**src/rtl/dma_engine_pkg.sv**
```systemverilog
// Shared widths, register map, bit indices and types for the DMA engine.
package dma_engine_pkg;

   localparam int unsigned ADDR_W = 32;
   localparam int unsigned XLEN   = 32;

   localparam logic [ADDR_W-1:0] DMA_BASE_ADDR   = 32'h4000_0000;

   localparam logic [ADDR_W-1:0] DMA_SRC_OFFSET  = 32'h0000_0000;
   localparam logic [ADDR_W-1:0] DMA_DST_OFFSET  = 32'h0000_0004;
   localparam logic [ADDR_W-1:0] DMA_LEN_OFFSET  = 32'h0000_0008;
   localparam logic [ADDR_W-1:0] DMA_CTRL_OFFSET = 32'h0000_000C;
   localparam logic [ADDR_W-1:0] DMA_STAT_OFFSET = 32'h0000_0010;
   localparam logic [ADDR_W-1:0] DMA_CLR_OFFSET  = 32'h0000_0014;

   localparam int unsigned DMA_CTRL_START_BIT  = 0;
   localparam int unsigned DMA_CTRL_IRQ_EN_BIT = 1;
   localparam int unsigned DMA_STAT_BUSY_BIT   = 0;
   localparam int unsigned DMA_STAT_DONE_BIT   = 1;
   localparam int unsigned DMA_STAT_ERR_BIT    = 2;
   localparam int unsigned DMA_CLR_DONE_BIT    = 0;
   localparam int unsigned DMA_CLR_ERR_BIT     = 1;

   // Copy FSM states
   typedef enum logic [1:0] {
      ST_IDLE   = 2'd0,
      ST_READ   = 2'd1,
      ST_WRITE  = 2'd2,
      ST_FINISH = 2'd3
   } dma_state_e;

   // Bus-master request payload
   typedef struct packed {
      logic              req;
      logic              we;
      logic [ADDR_W-1:0] addr;
      logic [XLEN-1:0]   wdata;
   } dma_bus_t;

endpackage

```
**src/rtl/dma_engine.sv**
```systemverilog
// Memory-to-memory word-copy DMA engine with MMIO register block and bus master.
module dma_engine
   import dma_engine_pkg::*;
(
   input  logic              clk,
   input  logic              rst_n,
   input  logic              mmio_req,
   input  logic              mmio_we,
   input  logic [ADDR_W-1:0] mmio_addr,
   input  logic [XLEN-1:0]   mmio_wdata,
   output logic [XLEN-1:0]   mmio_rdata,
   output logic              mmio_ready,
   output logic              dma_mem_req,
   output logic              dma_mem_we,
   output logic [ADDR_W-1:0] dma_mem_addr,
   output logic [XLEN-1:0]   dma_mem_wdata,
   input  logic [XLEN-1:0]   dma_mem_rdata,
   input  logic              dma_mem_ready,
   output logic              dma_irq
);

   localparam int unsigned REM_W = ADDR_W - 2;

   // Programmed registers and status
   logic [ADDR_W-1:0] r_src, r_dst, r_len;
   logic              r_irq_en, r_done, r_err, r_irq, r_irq_arm;
   // Transfer working state
   dma_state_e        r_state;
   logic [ADDR_W-1:0] r_cur_src, r_cur_dst;
   logic [REM_W-1:0]  r_remain;
   logic [XLEN-1:0]   r_buf;
   dma_bus_t          r_bus;

   // Next-state values
   logic [ADDR_W-1:0] w_src_nxt, w_dst_nxt, w_len_nxt;
   logic              w_irq_en_nxt, w_done_nxt, w_err_nxt, w_irq_nxt, w_irq_arm_nxt;
   dma_state_e        w_state_nxt;
   logic [ADDR_W-1:0] w_cur_src_nxt, w_cur_dst_nxt;
   logic [REM_W-1:0]  w_remain_nxt;
   logic [XLEN-1:0]   w_buf_nxt;
   dma_bus_t          w_bus_nxt;

   logic [2:0] w_idx;
   logic       w_wr;
   logic       w_busy;
   logic       w_bad_align;
   logic       w_unused_addr;

   assign w_idx         = mmio_addr[4:2];
   assign w_wr          = mmio_req & mmio_we;
   assign w_busy        = (r_state != ST_IDLE);
   assign w_bad_align   = |{r_len[1:0], r_src[1:0], r_dst[1:0]};
   assign w_unused_addr = ^{mmio_addr[ADDR_W-1:5], mmio_addr[1:0]};

   assign mmio_ready    = mmio_req;
   assign dma_mem_req   = r_bus.req;
   assign dma_mem_we    = r_bus.we;
   assign dma_mem_addr  = r_bus.addr;
   assign dma_mem_wdata = r_bus.wdata;
   assign dma_irq       = r_irq;

   // Combinational register readback
   always_comb begin
      mmio_rdata = '0;
      case (w_idx)
         DMA_SRC_OFFSET[4:2]:  mmio_rdata = r_src;
         DMA_DST_OFFSET[4:2]:  mmio_rdata = r_dst;
         DMA_LEN_OFFSET[4:2]:  mmio_rdata = r_len;
         DMA_CTRL_OFFSET[4:2]: mmio_rdata[DMA_CTRL_IRQ_EN_BIT] = r_irq_en;
         DMA_STAT_OFFSET[4:2]: begin
            mmio_rdata[DMA_STAT_BUSY_BIT] = w_busy;
            mmio_rdata[DMA_STAT_DONE_BIT] = r_done;
            mmio_rdata[DMA_STAT_ERR_BIT]  = r_err;
         end
         default: mmio_rdata = '0;
      endcase
   end

   // Next-state: register writes, START/CLR handling, copy FSM, master outputs
   always_comb begin
      w_src_nxt     = r_src;
      w_dst_nxt     = r_dst;
      w_len_nxt     = r_len;
      w_irq_en_nxt  = r_irq_en;
      w_done_nxt    = r_done;
      w_err_nxt     = r_err;
      w_irq_nxt     = r_irq;
      w_irq_arm_nxt = r_irq_arm;
      w_state_nxt   = r_state;
      w_cur_src_nxt = r_cur_src;
      w_cur_dst_nxt = r_cur_dst;
      w_remain_nxt  = r_remain;
      w_buf_nxt     = r_buf;
      w_bus_nxt     = r_bus;

      // Configuration writes are locked out while a copy is running
      if (w_wr && !w_busy) begin
         case (w_idx)
            DMA_SRC_OFFSET[4:2]: w_src_nxt = mmio_wdata;
            DMA_DST_OFFSET[4:2]: w_dst_nxt = mmio_wdata;
            DMA_LEN_OFFSET[4:2]: w_len_nxt = mmio_wdata;
            DMA_CTRL_OFFSET[4:2]: begin
               w_irq_en_nxt = mmio_wdata[DMA_CTRL_IRQ_EN_BIT];
               if (mmio_wdata[DMA_CTRL_START_BIT]) begin
                  w_done_nxt    = 1'b0;
                  w_err_nxt     = 1'b0;
                  w_irq_nxt     = 1'b0;
                  w_irq_arm_nxt = mmio_wdata[DMA_CTRL_IRQ_EN_BIT];
                  if (w_bad_align) begin
                     w_err_nxt  = 1'b1;
                     w_done_nxt = 1'b1;
                  end else if (r_len == '0) begin
                     w_done_nxt = 1'b1;
                  end else begin
                     w_state_nxt   = ST_READ;
                     w_cur_src_nxt = r_src;
                     w_cur_dst_nxt = r_dst;
                     w_remain_nxt  = r_len[ADDR_W-1:2];
                  end
               end
            end
            default: ;
         endcase
      end

      // W1C status clear; evaluated before FINISH so a same-cycle completion wins
      if (w_wr && (w_idx == DMA_CLR_OFFSET[4:2])) begin
         if (mmio_wdata[DMA_CLR_DONE_BIT]) begin
            w_done_nxt = 1'b0;
            w_irq_nxt  = 1'b0;
         end
         if (mmio_wdata[DMA_CLR_ERR_BIT]) w_err_nxt = 1'b0;
      end

      case (r_state)
         ST_READ: begin
            if (dma_mem_ready) begin
               w_buf_nxt   = dma_mem_rdata;
               w_state_nxt = ST_WRITE;
            end
         end
         ST_WRITE: begin
            if (dma_mem_ready) begin
               w_cur_src_nxt = r_cur_src + ADDR_W'(4);
               w_cur_dst_nxt = r_cur_dst + ADDR_W'(4);
               w_remain_nxt  = r_remain - REM_W'(1);
               w_state_nxt   = (r_remain == REM_W'(1)) ? ST_FINISH : ST_READ;
            end
         end
         ST_FINISH: begin
            w_done_nxt  = 1'b1;
            if (r_irq_arm) w_irq_nxt = 1'b1;
            w_state_nxt = ST_IDLE;
         end
         default: ;
      endcase

      // Master outputs registered from the upcoming state; held while stalled
      case (w_state_nxt)
         ST_READ: begin
            w_bus_nxt.req  = 1'b1;
            w_bus_nxt.we   = 1'b0;
            w_bus_nxt.addr = w_cur_src_nxt;
         end
         ST_WRITE: begin
            w_bus_nxt.req   = 1'b1;
            w_bus_nxt.we    = 1'b1;
            w_bus_nxt.addr  = w_cur_dst_nxt;
            w_bus_nxt.wdata = w_buf_nxt;
         end
         default: begin
            w_bus_nxt.req = 1'b0;
            w_bus_nxt.we  = 1'b0;
         end
      endcase
   end

   // State register
   always_ff @(posedge clk or negedge rst_n) begin
      if (!rst_n) begin
         r_src     <= '0;
         r_dst     <= '0;
         r_len     <= '0;
         r_irq_en  <= 1'b0;
         r_done    <= 1'b0;
         r_err     <= 1'b0;
         r_irq     <= 1'b0;
         r_irq_arm <= 1'b0;
         r_state   <= ST_IDLE;
         r_cur_src <= '0;
         r_cur_dst <= '0;
         r_remain  <= '0;
         r_buf     <= '0;
         r_bus     <= '0;
      end else begin
         r_src     <= w_src_nxt;
         r_dst     <= w_dst_nxt;
         r_len     <= w_len_nxt;
         r_irq_en  <= w_irq_en_nxt;
         r_done    <= w_done_nxt;
         r_err     <= w_err_nxt;
         r_irq     <= w_irq_nxt;
         r_irq_arm <= w_irq_arm_nxt;
         r_state   <= w_state_nxt;
         r_cur_src <= w_cur_src_nxt;
         r_cur_dst <= w_cur_dst_nxt;
         r_remain  <= w_remain_nxt;
         r_buf     <= w_buf_nxt;
         r_bus     <= w_bus_nxt;
      end
   end

endmodule

```
**config.mk**
```make
export PLATFORM = sky130hd
export DESIGN_NAME = dma_engine
export DESIGN_NICKNAME = d
export VERILOG_FILES = /design/src/rtl/dma_engine_pkg.sv /design/src/rtl/dma_engine.sv
export SDC_FILE = /design/constraint.sdc
export NUM_CORES = 1
export LEC_CHECK = 0
export CAP_MARGIN = 20
export CORE_AREA = 2 2 247 188
export CTS_CLUSTER_DIAMETER = 120
export DETAILED_ROUTE_END_ITERATION = 10
export DIE_AREA = 0 0 249 190
export GPL_ROUTABILITY_DRIVEN = 0
export MAX_ROUTING_LAYER = met4
export RECOVER_POWER = 100
export SLEW_MARGIN = 25
export SYNTH_ARGS = -nofsm -noshare
export SYNTH_HDL_FRONTEND = slang
export SYNTH_SLANG_ARGS = --single-unit
```
**constraint.sdc**
```tcl
create_clock -name clk -period 3.7 [get_ports clk]
set_input_delay 0.555 -clock clk [delete_from_list [all_inputs] [get_ports clk]]
set_output_delay 0.555 -clock clk [all_outputs]
set_load 0.05 [all_outputs]
```
Yosys cells after proc, flatten, opt, wreduce, memory -nomap -nowiden
Cells that the tools add are included.
{"block": "word_totals", "register_bits": 295, "input_bits": 101, "out_inout_bits": 100, "wordCells": 104}
{"block": "op_classes", "addsub": 3, "n_eq_ne": 11, "muxes": 59, "bitwise_logic": 1, "n_reduce_logical": 13}
{"operator": "32-bit two-way mux", "count": 16}
{"operator": "30-bit two-way mux", "count": 7}
{"operator": "29-bit case mux with 3 select lines", "count": 1}
{"operator": "32-bit by 3-bit adder with 32-bit output, second input constant", "count": 2}
{"operator": "32-bit case mux with 2 select lines", "count": 1}
{"operator": "32-bit zero test", "count": 1}
{"operator": "30-bit by 1-bit equality test with 1-bit output, second input constant", "count": 1}
{"operator": "30-bit by 1-bit subtractor with 30-bit output, second input constant", "count": 1}
{"operator": "1-bit two-way mux", "count": 21}
{"operator": "2-bit two-way mux", "count": 8}
{"operator": "1-bit case mux with 4 select lines", "count": 2}
{"operator": "2-bit AND reduction", "count": 4}
{"operator": "2-bit equality test, second input constant", "count": 3}
{"operator": "3-bit by 2-bit equality test with 1-bit output, second input constant", "count": 2}
{"operator": "3-bit equality test, second input constant", "count": 2}
{"operator": "2-bit case mux with 3 select lines", "count": 1}
{"operator": "6-bit OR reduction", "count": 1}
{"operator": "1-bit case mux with 5 select lines", "count": 1}
{"operator": "2-bit by 1-bit equality test with 1-bit output, second input constant", "count": 2}
{"operator": "2-bit case mux with 2 select lines", "count": 1}
{"operator": "2-bit nonzero test", "count": 2}
{"operator": "3-bit by 1-bit equality test with 1-bit output, second input constant", "count": 1}
{"operator": "3-bit zero test", "count": 1}
{"operator": "3-bit AND reduction", "count": 1}
{"operator": "other kinds (3)", "count": 4}

Logic depth before layout (Yosys ltp)
Gate-level depths: netlist (run 1).
{"block": "logic_depth", "ltp_word": 10, "ltp_mapped": 14, "mapped_depth_nobuf": 11}

Least setup slack after synthesis (run 1)
OpenSTA, ideal clock, no wires.
{"block": "synth_path", "path_type": "flip-flop to flip-flop", "startpoint": "register r_remain[22]", "endpoint": "register r_bus (netlist bit dma_mem_wdata[24])", "setup_ns": 0.125, "arrival_ns": 3.273, "required_time_ns": 3.575, "path_slack_ns": 0.302, "path_stages_with_launch": 11, "n_path_buf": 2, "period_less_slack_ns": 3.398, "cell_sequence": "dfrtp_1 -> nor4_1 -> nor2b_1 -> nand2b_1 -> or4_1 -> o31a_1 -> o21ai_1 -> ha_1 -> clkbuf_1 -> clkbuf_1 -> mux2_2"}
{"block": "synth_between", "elab_chain_cells": 5}
{"item": "start: declaration", "line": "dma_engine.sv:30", "source": "logic [REM_W-1:0] r_remain;"}
{"item": "start signal: assignment", "line": "dma_engine.sv:207", "source": "r_remain <= w_remain_nxt;"}
{"item": "30-bit by 1-bit equality test with 1-bit output", "line": "dma_engine.sv:147", "source": "w_state_nxt = (r_remain == REM_W'(1)) ? ST_FINISH : ST_READ;"}
{"item": "2-bit two-way mux", "line": "dma_engine.sv:147"}
{"item": "2-bit two-way mux", "line": "dma_engine.sv:143", "source": "if (dma_mem_ready) begin"}
{"item": "2-bit case mux with 3 select lines", "line": "dma_engine.sv:135", "source": "case (r_state)"}
{"item": "named net w_state_nxt[1]", "line": "dma_engine.sv:37", "source": "dma_state_e w_state_nxt;"}
{"item": "2-bit equality test", "line": "dma_engine.sv:159", "source": "case (w_state_nxt)"}
{"item": "end signal: assignment", "line": "dma_engine.sv:209", "source": "r_bus <= w_bus_nxt;"}
{"item": "end: declaration", "line": "dma_engine.sv:32", "source": "dma_bus_t r_bus;"}
The timed path passes the listed nets, and every way through them passes these cells.
A chain may end at the register's enable or synchronous reset.

Final worst setup path (run 1)
{"block": "layout_path", "startpoint": "register r_state[0]", "endpoint": "register r_bus (netlist bit dma_mem_addr[10])"}
{"block": "layout_between", "word_cells_on_any_way": 24, "classes_between": "5 x eq/ne; 15 x mux; 4 x reduce/logical"}
{"item": "start: declaration", "line": "dma_engine.sv:28", "source": "dma_state_e r_state;"}
{"item": "start signal: assignment", "line": "dma_engine.sv:204", "source": "r_state <= w_state_nxt;"}
{"item": "2-bit nonzero test", "line": "dma_engine.sv:51", "source": "assign w_busy = (r_state != ST_IDLE);"}
{"item": "1-bit zero test", "line": "dma_engine.sv:97", "source": "if (w_wr && !w_busy) begin"}
{"item": "1-bit logical AND", "line": "dma_engine.sv:97"}
{"item": "32-bit two-way mux", "line": "dma_engine.sv:97"}
{"item": "32-bit two-way mux", "line": "dma_engine.sv:143"}
{"item": "32-bit two-way mux *", "line": "dma_engine.sv:135"}
{"item": "named net w_cur_dst_nxt[10]", "line": "dma_engine.sv:38", "source": "logic [ADDR_W-1:0] w_cur_src_nxt, w_cur_dst_nxt;"}
{"item": "32-bit case mux with 2 select lines *", "line": "dma_engine.sv:159"}
The timed path passes the listed nets; every way through them passes the cells marked *.

==> reports/results.ini, run 1 <==
[yosys]
synth_enable_flop_cells=0
synth_area_sq_mm=0.01420
synthCells=1294
ys_seq_elements=295
synth_area_per_cell_sq_um=10.97
synth.distinct_cells=75
ys.flop_type=dfrtp_1
synth-seq-area-share_pct=51.99
yosysWarnings=0
syn-num-nets=1401
async_reset_ff_share_pct=100.0

[routing]
ant_nets=0
totalWireLength_mm=45.62
routedWlPerCell_microns=21.73
drtPass1Iterations=5
drc=0
drt_iter0_markers=1027
vias_per_cell=5.552
dr_total_vias=11650

[timing]
setup_viol=0
skew_ns=0.02571
timing.final.ws_setup_ns=0.2065
finalCritPeriodShare_pct=94.42
fmax_mhz=286.2
tns_ns=0
rsz0062_at_grt=true
finalHoldViolations=0
fin_crit_ns=3.493
worst_slew_pin_slew_ns=2.426
drv_slew=147
slew_headroom_pct=-61.76

[floorplan]
die_area_sq_mm=0.04731
die_x_microns=249
rows=68
initial_core_util_pct=31.43
core_sq_mm=0.04518
chipHeight_microns=190
io_pins=201

[power_and_ir_drop]
ir_drop_mv=0.4048
power_leakage_uw=0.007807
powerDensity_mw_per_mm2=756.7
fin_total_pwr_uw=13840
pwr-share-seq_pct=39.0
p_clk_share_pct=25.6
switchingPower_uw=5294
switching_share_pct=38.26
p_int_uw=8542
p_comb_share_pct=35.4

[flow_run]
maxCapViolCount=3

[final_layout]
instances_no_fill=2099
drive_gt1_share_pct=21.14
final_cell_mix=dfrtp_1, mux2_2, nor2_1
final_common_cell=dfrtp_1
nets=1589
area_growth_pct=28.76
insertedDiodeCount=0

[grt]
grt_max_degree=93
grt_pass1_wl_mm=69.95
first_global_vias=11360
antenna_found_initial=0
grt_usage_pct=19.72
gr-total-overflow=0

[placement]
io_buffer_count=171
dpl.cell_count=2041
place_ws_ns=0.1912
hpwl_mm=32.84

[run_status]
status=complete, but fails checks
failed_checks=max-capacitance violations, max-slew violations

[setup_path]
cp_common_cell=a211oi_1
max_stage_delay_ns=0.76
worst_path_max_delay_cell=or4_1
worstPathArrival_ns=3.96
required_ns=4.17
crit_chain=or2_0, or4_1, a211oi_1, buf_12, a211oi_1, nor3_1, a221o_1
reg2reg_setup_slack_ns=0.21
reg2reg_depth=7
reg2reg_to=dma_mem_addr[10]$_DFFE_PN0P_
r2r-start=r_state[0]$_DFF_PN0_
start_kind=flop
end_kind=flop
crit_fanout=35
worstSetupPathType=reg -> reg

[hold_path]
min_delay_path_depth=2
hold_class=reg -> reg
hold_start=dma_mem_addr[19]$_DFFE_PN0P_
hold_path_end=dma_mem_addr[19]$_DFFE_PN0P_

[clock_tree]
htree_levels=2
cts_buffers=34
path_clk_slew_ns=0.06
cts_root_buf=clkbuf_16
clk_latency_ns=0.55
holdBufCountCts=0
clockBufferDepth=3
cts_tree=built
clock_sinks=295

## flip-flops by register name, summed over array words and instances, names as in the netlist, 30 cells and up
register       flops
r_cur_src         32
r_cur_dst         32
r_dst             32
r_buf             32
r_remain          30
dma_mem_wdata     32
r_src             32
r_len             32
dma_mem_addr      32
## synth_stat cells, drive strengths merged, types with 5 or more instances
master	instances	area (sq um)
buf	29	152.6
o22ai	6	37.54
nor4	28	196.4
clkbuf	49	183.9
nand2	73	274.0
or3	9	56.30
and4	9	78.83
a221o	24	240.2
ha	6	75.07
o221a	11	123.9
or2	5	33.78
nand2b	14	87.58
and2	20	125.1
nor2b	5	31.28
a31oi	10	62.56
inv	21	78.83
and3	14	87.58
nand3	43	215.2
a311oi	15	143.9
nor3	35	175.2
o211ai	19	142.6
dfrtp	295	7382
a211oi	27	235.2
a2111oi	9	91.34
a21oi	58	290.3
o21ai	33	165.2
mux2	161	1813
or4	5	41.29
nand4	27	168.9
mux2i	35	350.3
a22oi	5	37.54
nor2	140	525.5
## metrics by stage
stage	util, %	hold slack, ns	cell area [sq um]
2_1_floorplan	-	0.2594	14200
3_3_place_gp	38.03	0.4436	17180
3_5_place_dp	38.03	0.4625	17180
4_1_cts	40.63	0.08044	18360
5_1_grt	40.47	0.4895	18280
6_report	40.47	0.4736	18280
## worst max-delay path, delay by kind of cell (launching register included)
| kind | cells | cell delay [ns] |
|---|---|---|
| AOI/OAI and AO/OA | 3 | 0.97 |
| buffers and inverters | 1 | 0.30 |
| and+or+nand+nor | 3 | 1.61 |
| DFF | 1 | 0.50 |
## worst max-delay path by stage
stage | start | cells after the start | to | slack [ns]
floorplan | r_remain[22]$_DFF_PN0_ | 10 | dma_mem_wdata[24]$_DFFE_PN0N_ | 0.30
global placement | r_remain[22]$_DFF_PN0_ | 11 | dma_mem_addr[27]$_DFFE_PN0P_ | 0.26
detailed placement | r_remain[22]$_DFF_PN0_ | 11 | dma_mem_addr[4]$_DFFE_PN0P_ | 0.19
CTS | r_remain[22]$_DFF_PN0_ | 11 | dma_mem_addr[27]$_DFFE_PN0P_ | 0.19
global route | r_remain[22]$_DFF_PN0_ | 11 | dma_mem_addr[27]$_DFFE_PN0P_ | 0.01
finish | r_state[0]$_DFF_PN0_ | 7 | dma_mem_addr[10]$_DFFE_PN0P_ | 0.21
## routing by layer
layer  vias to the layer above  routed length (microns)  global-route usage, %
met1                      5863                    21560                  28.51
met3                        64                     3882                  4.816
met5                         -                        0                      -
li1                       5233                        -                      -
met2                       494                    19530                  28.02
met4                         0                      648                  3.706
## power by group through the flow
stage	logic (uW)	clock network (uW)	registers, uW
after detailed placement	5020	0	5420
final	4890	3540	5400
after global placement	4950	0	5360
after CTS	5050	3610	5380
after floorplan	2280	0	6090
after global routing	5230	3750	5550
## cells by family (layout without fill, tap and decap cells)
logic type	Yosys count	in the layout	synth area share [%]
AND/OR/NAND/NOR	439	439	15.53
flip-flops	295	295	51.99
AO/OA/AOI/OAI	258	258	13.64
multiplexers	197	197	15.39
buffers and inverters	99	309	2.925
adder cells (fa/ha/maj)	6	6	0.5287
## layout make-up
cell class | count | area [sq um]
Multi-Input combinational cell | 900 | 6400
Inverter | 21 | 78.83
Clock buffer | 48 | 973.4
Clock inverter | 10 | 200.2
Timing Repair Buffer | 230 | 2505
Fill cell | 4301 | 26890
Sequential cell | 295 | 7382
Tap cell | 595 | 744.5
## what timing repair did
action / in CTS / in global routing
endpoints found under the hold margin: 0 / 0
gates resized for setup: 0 / 2
endpoints found under the setup margin: 0 / 13
buffers inserted: 0 / 0
Note: power is estimated with default switching activity, not from simulation.
==> run 2: changes to the inputs <==
- DONT_BUFFER_PORTS: default -> 1
==> reports/results.ini, run 2 (synthesis results as in run 1) <==
[clock_tree]
clockBufferDepth=3
clk_latency_ns=0.59
cts_tree=built
htree_levels=1
clock_sinks=295
cts_buffers=31
cts_root_buf=clkbuf_16
path_clk_slew_ns=0.06

[setup_path]
worst_path_max_delay_cell=clkbuf_1
max_stage_delay_ns=1.02
cp_common_cell=nor2_1
crit_chain=inv_1, nor2_1, clkbuf_1, a21oi_1, nor2_1, buf_2
crit_buf_inv=3
required_ns=3.14
worstPathArrival_ns=2.97
crit_fanout=38
end_kind=output port
crit_family=buffers and inverters
worstSetupPathType=in -> out
start_kind=input port

[final_layout]
drive_gt1_share_pct=21.41
area_growth_pct=13.61
final_core_util_pct=35.71
instances_no_fill=1941
nets=1428
final_cell_mix=dfrtp_1, mux2_2, nor2_1
final_common_cell=dfrtp_1

[routing]
routedWlPerCell_microns=23.00
drc=0
vias_per_cell=5.612
dr_total_vias=10890
drt_iter0_markers=929
drtPass1Iterations=5
ant_nets=0
totalWireLength_mm=44.65

[grt]
grt_usage_pct=19.04
grt_pass1_wl_mm=67.20
gr-total-overflow=0
antenna_found_initial=1
grt_max_degree=296
first_global_vias=10690

[floorplan]
die_area_sq_mm=0.04731
chipHeight_microns=190
core_sq_mm=0.04518
io_pins=201
initial_core_util_pct=31.43
rows=68
die_x_microns=249

[placement]
hpwl_mm=31.46
dpl.cell_count=1883
io_buffer_count=0
place_ws_ns=0.2239

[power_and_ir_drop]
switchingPower_uw=5033
p_clk_share_pct=25.9
powerDensity_mw_per_mm2=791.6
p_int_uw=7737
switching_share_pct=39.41
pwr-share-seq_pct=51.2
power_leakage_uw=0.006840
ir_drop_mv=0.4729
p_comb_share_pct=23.0

[run_status]
status=complete, but fails checks
failed_checks=negative hold slack, max-capacitance violations, max-slew violations

[timing]
drv_slew=57
timing.final.ws_setup_ns=0.1723
worst_slew_pin_slew_ns=2.018
setup_viol=0
fin_crit_ns=3.528
hold_slack_ns=-0.3236
skew_ns=0.01058
finalCritPeriodShare_pct=95.34
fmax_mhz=283.5
slew_headroom_pct=-34.52
finalHoldViolations=295

[flow_run]
maxCapViolCount=2

[hold_path]
hold_class=in -> async

-- run 2: cell count changes in the layout (fill, tap and decap cells not counted), moves of 3 or more --
cell             change
clkbuf_1             +6
buf_12              -36
clkbuf_16            -3
buf_4               -12
clkdlybuf4s50_1     -67
o21ai_0              -3
o21ai_1              +3
clkinv_2             +5
clkinvlp_4           +3
clkbuf_2            +18
and2_1               -3
dlygate4sd3_1       -69
and2_0               +3
-- run 2: worst register-to-register path: stages, from the launching register on --
cell      delay, ns
dfrtp_1        0.38
or2_4          0.28
or4_1          0.74
a211oi_4       0.30
clkbuf_2       0.86
a211oi_1       0.14
nor3_1         0.47
a221o_1        0.25
-- run 2: final cells by class --
type	instances	area [sq um]
inverter	21	78.83
tap	595	744.5
sequential	295	7382
clock inverter	16	205.2
timing repair buffer	72	449.2
multi-input combinational	900	6397
antenna	1	2.502
clock buffer	41	873.3
fill	4506	29050
-- run 2: power groups by stage --
stage | clock, uW | sequential, uW | combinational, uW
2_1_floorplan | 0 | 6090 | 2280
3_3_place_gp | 0 | 6500 | 2890
3_5_place_dp | 0 | 6560 | 2970
4_1_cts | 3370 | 6510 | 2990
5_1_grt | 3500 | 6690 | 3210
6_report | 3310 | 6530 | 2930
-- run 2: what timing repair did --
| action | in CTS | in global routing |
|---|---|---|
| endpoints found under the hold margin | 295 | 295 |
| setup buffers | 0 | 0 |
| gates resized for setup | 0 | 2 |
| endpoints found under the setup margin | 0 | 11 |
-- run 2: path summary, 6_finish.rpt --
check,cells after the start,from,slack (ns),end
worst max-delay path,6,mmio_addr[3],0.17,mmio_rdata[31]
worst min-delay path,0,rst_n,-0.32,r_remain[7]$_DFF_PN0_
worst max register to register,7,r_state[1]$_DFF_PN0_,0.22,dma_mem_addr[10]$_DFFE_PN0P_
worst min register to register,1,r_cur_src[1]$_DFF_PN0_,0.48,r_cur_src[1]$_DFF_PN0_
max in group asynchronous,0,rst_n,3.05,r_buf[9]$_DFF_PN0_
min in group clk,2,mmio_wdata[1],0.08,r_irq_arm$_DFFE_PN0P_
-- run 2: per-layer routing --
metal / vias up / routed length (microns) / track usage [%]
met5: - / 0 / -
met2: 449 / 19140 / 27.39
met3: 48 / 4746 / 6.841
met4: 0 / 575 / 2.890
met1: 5506 / 20190 / 26.11
li1: 4889 / - / -
-- run 2: stage by stage --
step / TNS, ns / power (uW) / instance area [sq um]
2_1_floorplan: 0 / 8366 / 14200
3_3_place_gp: 0 / 9395 / 15200
3_5_place_dp: 0 / 9531 / 15200
4_1_cts: 0 / 12880 / 16280
5_1_grt: -0.01292 / 13400 / 16130
6_report: 0 / 12770 / 16130
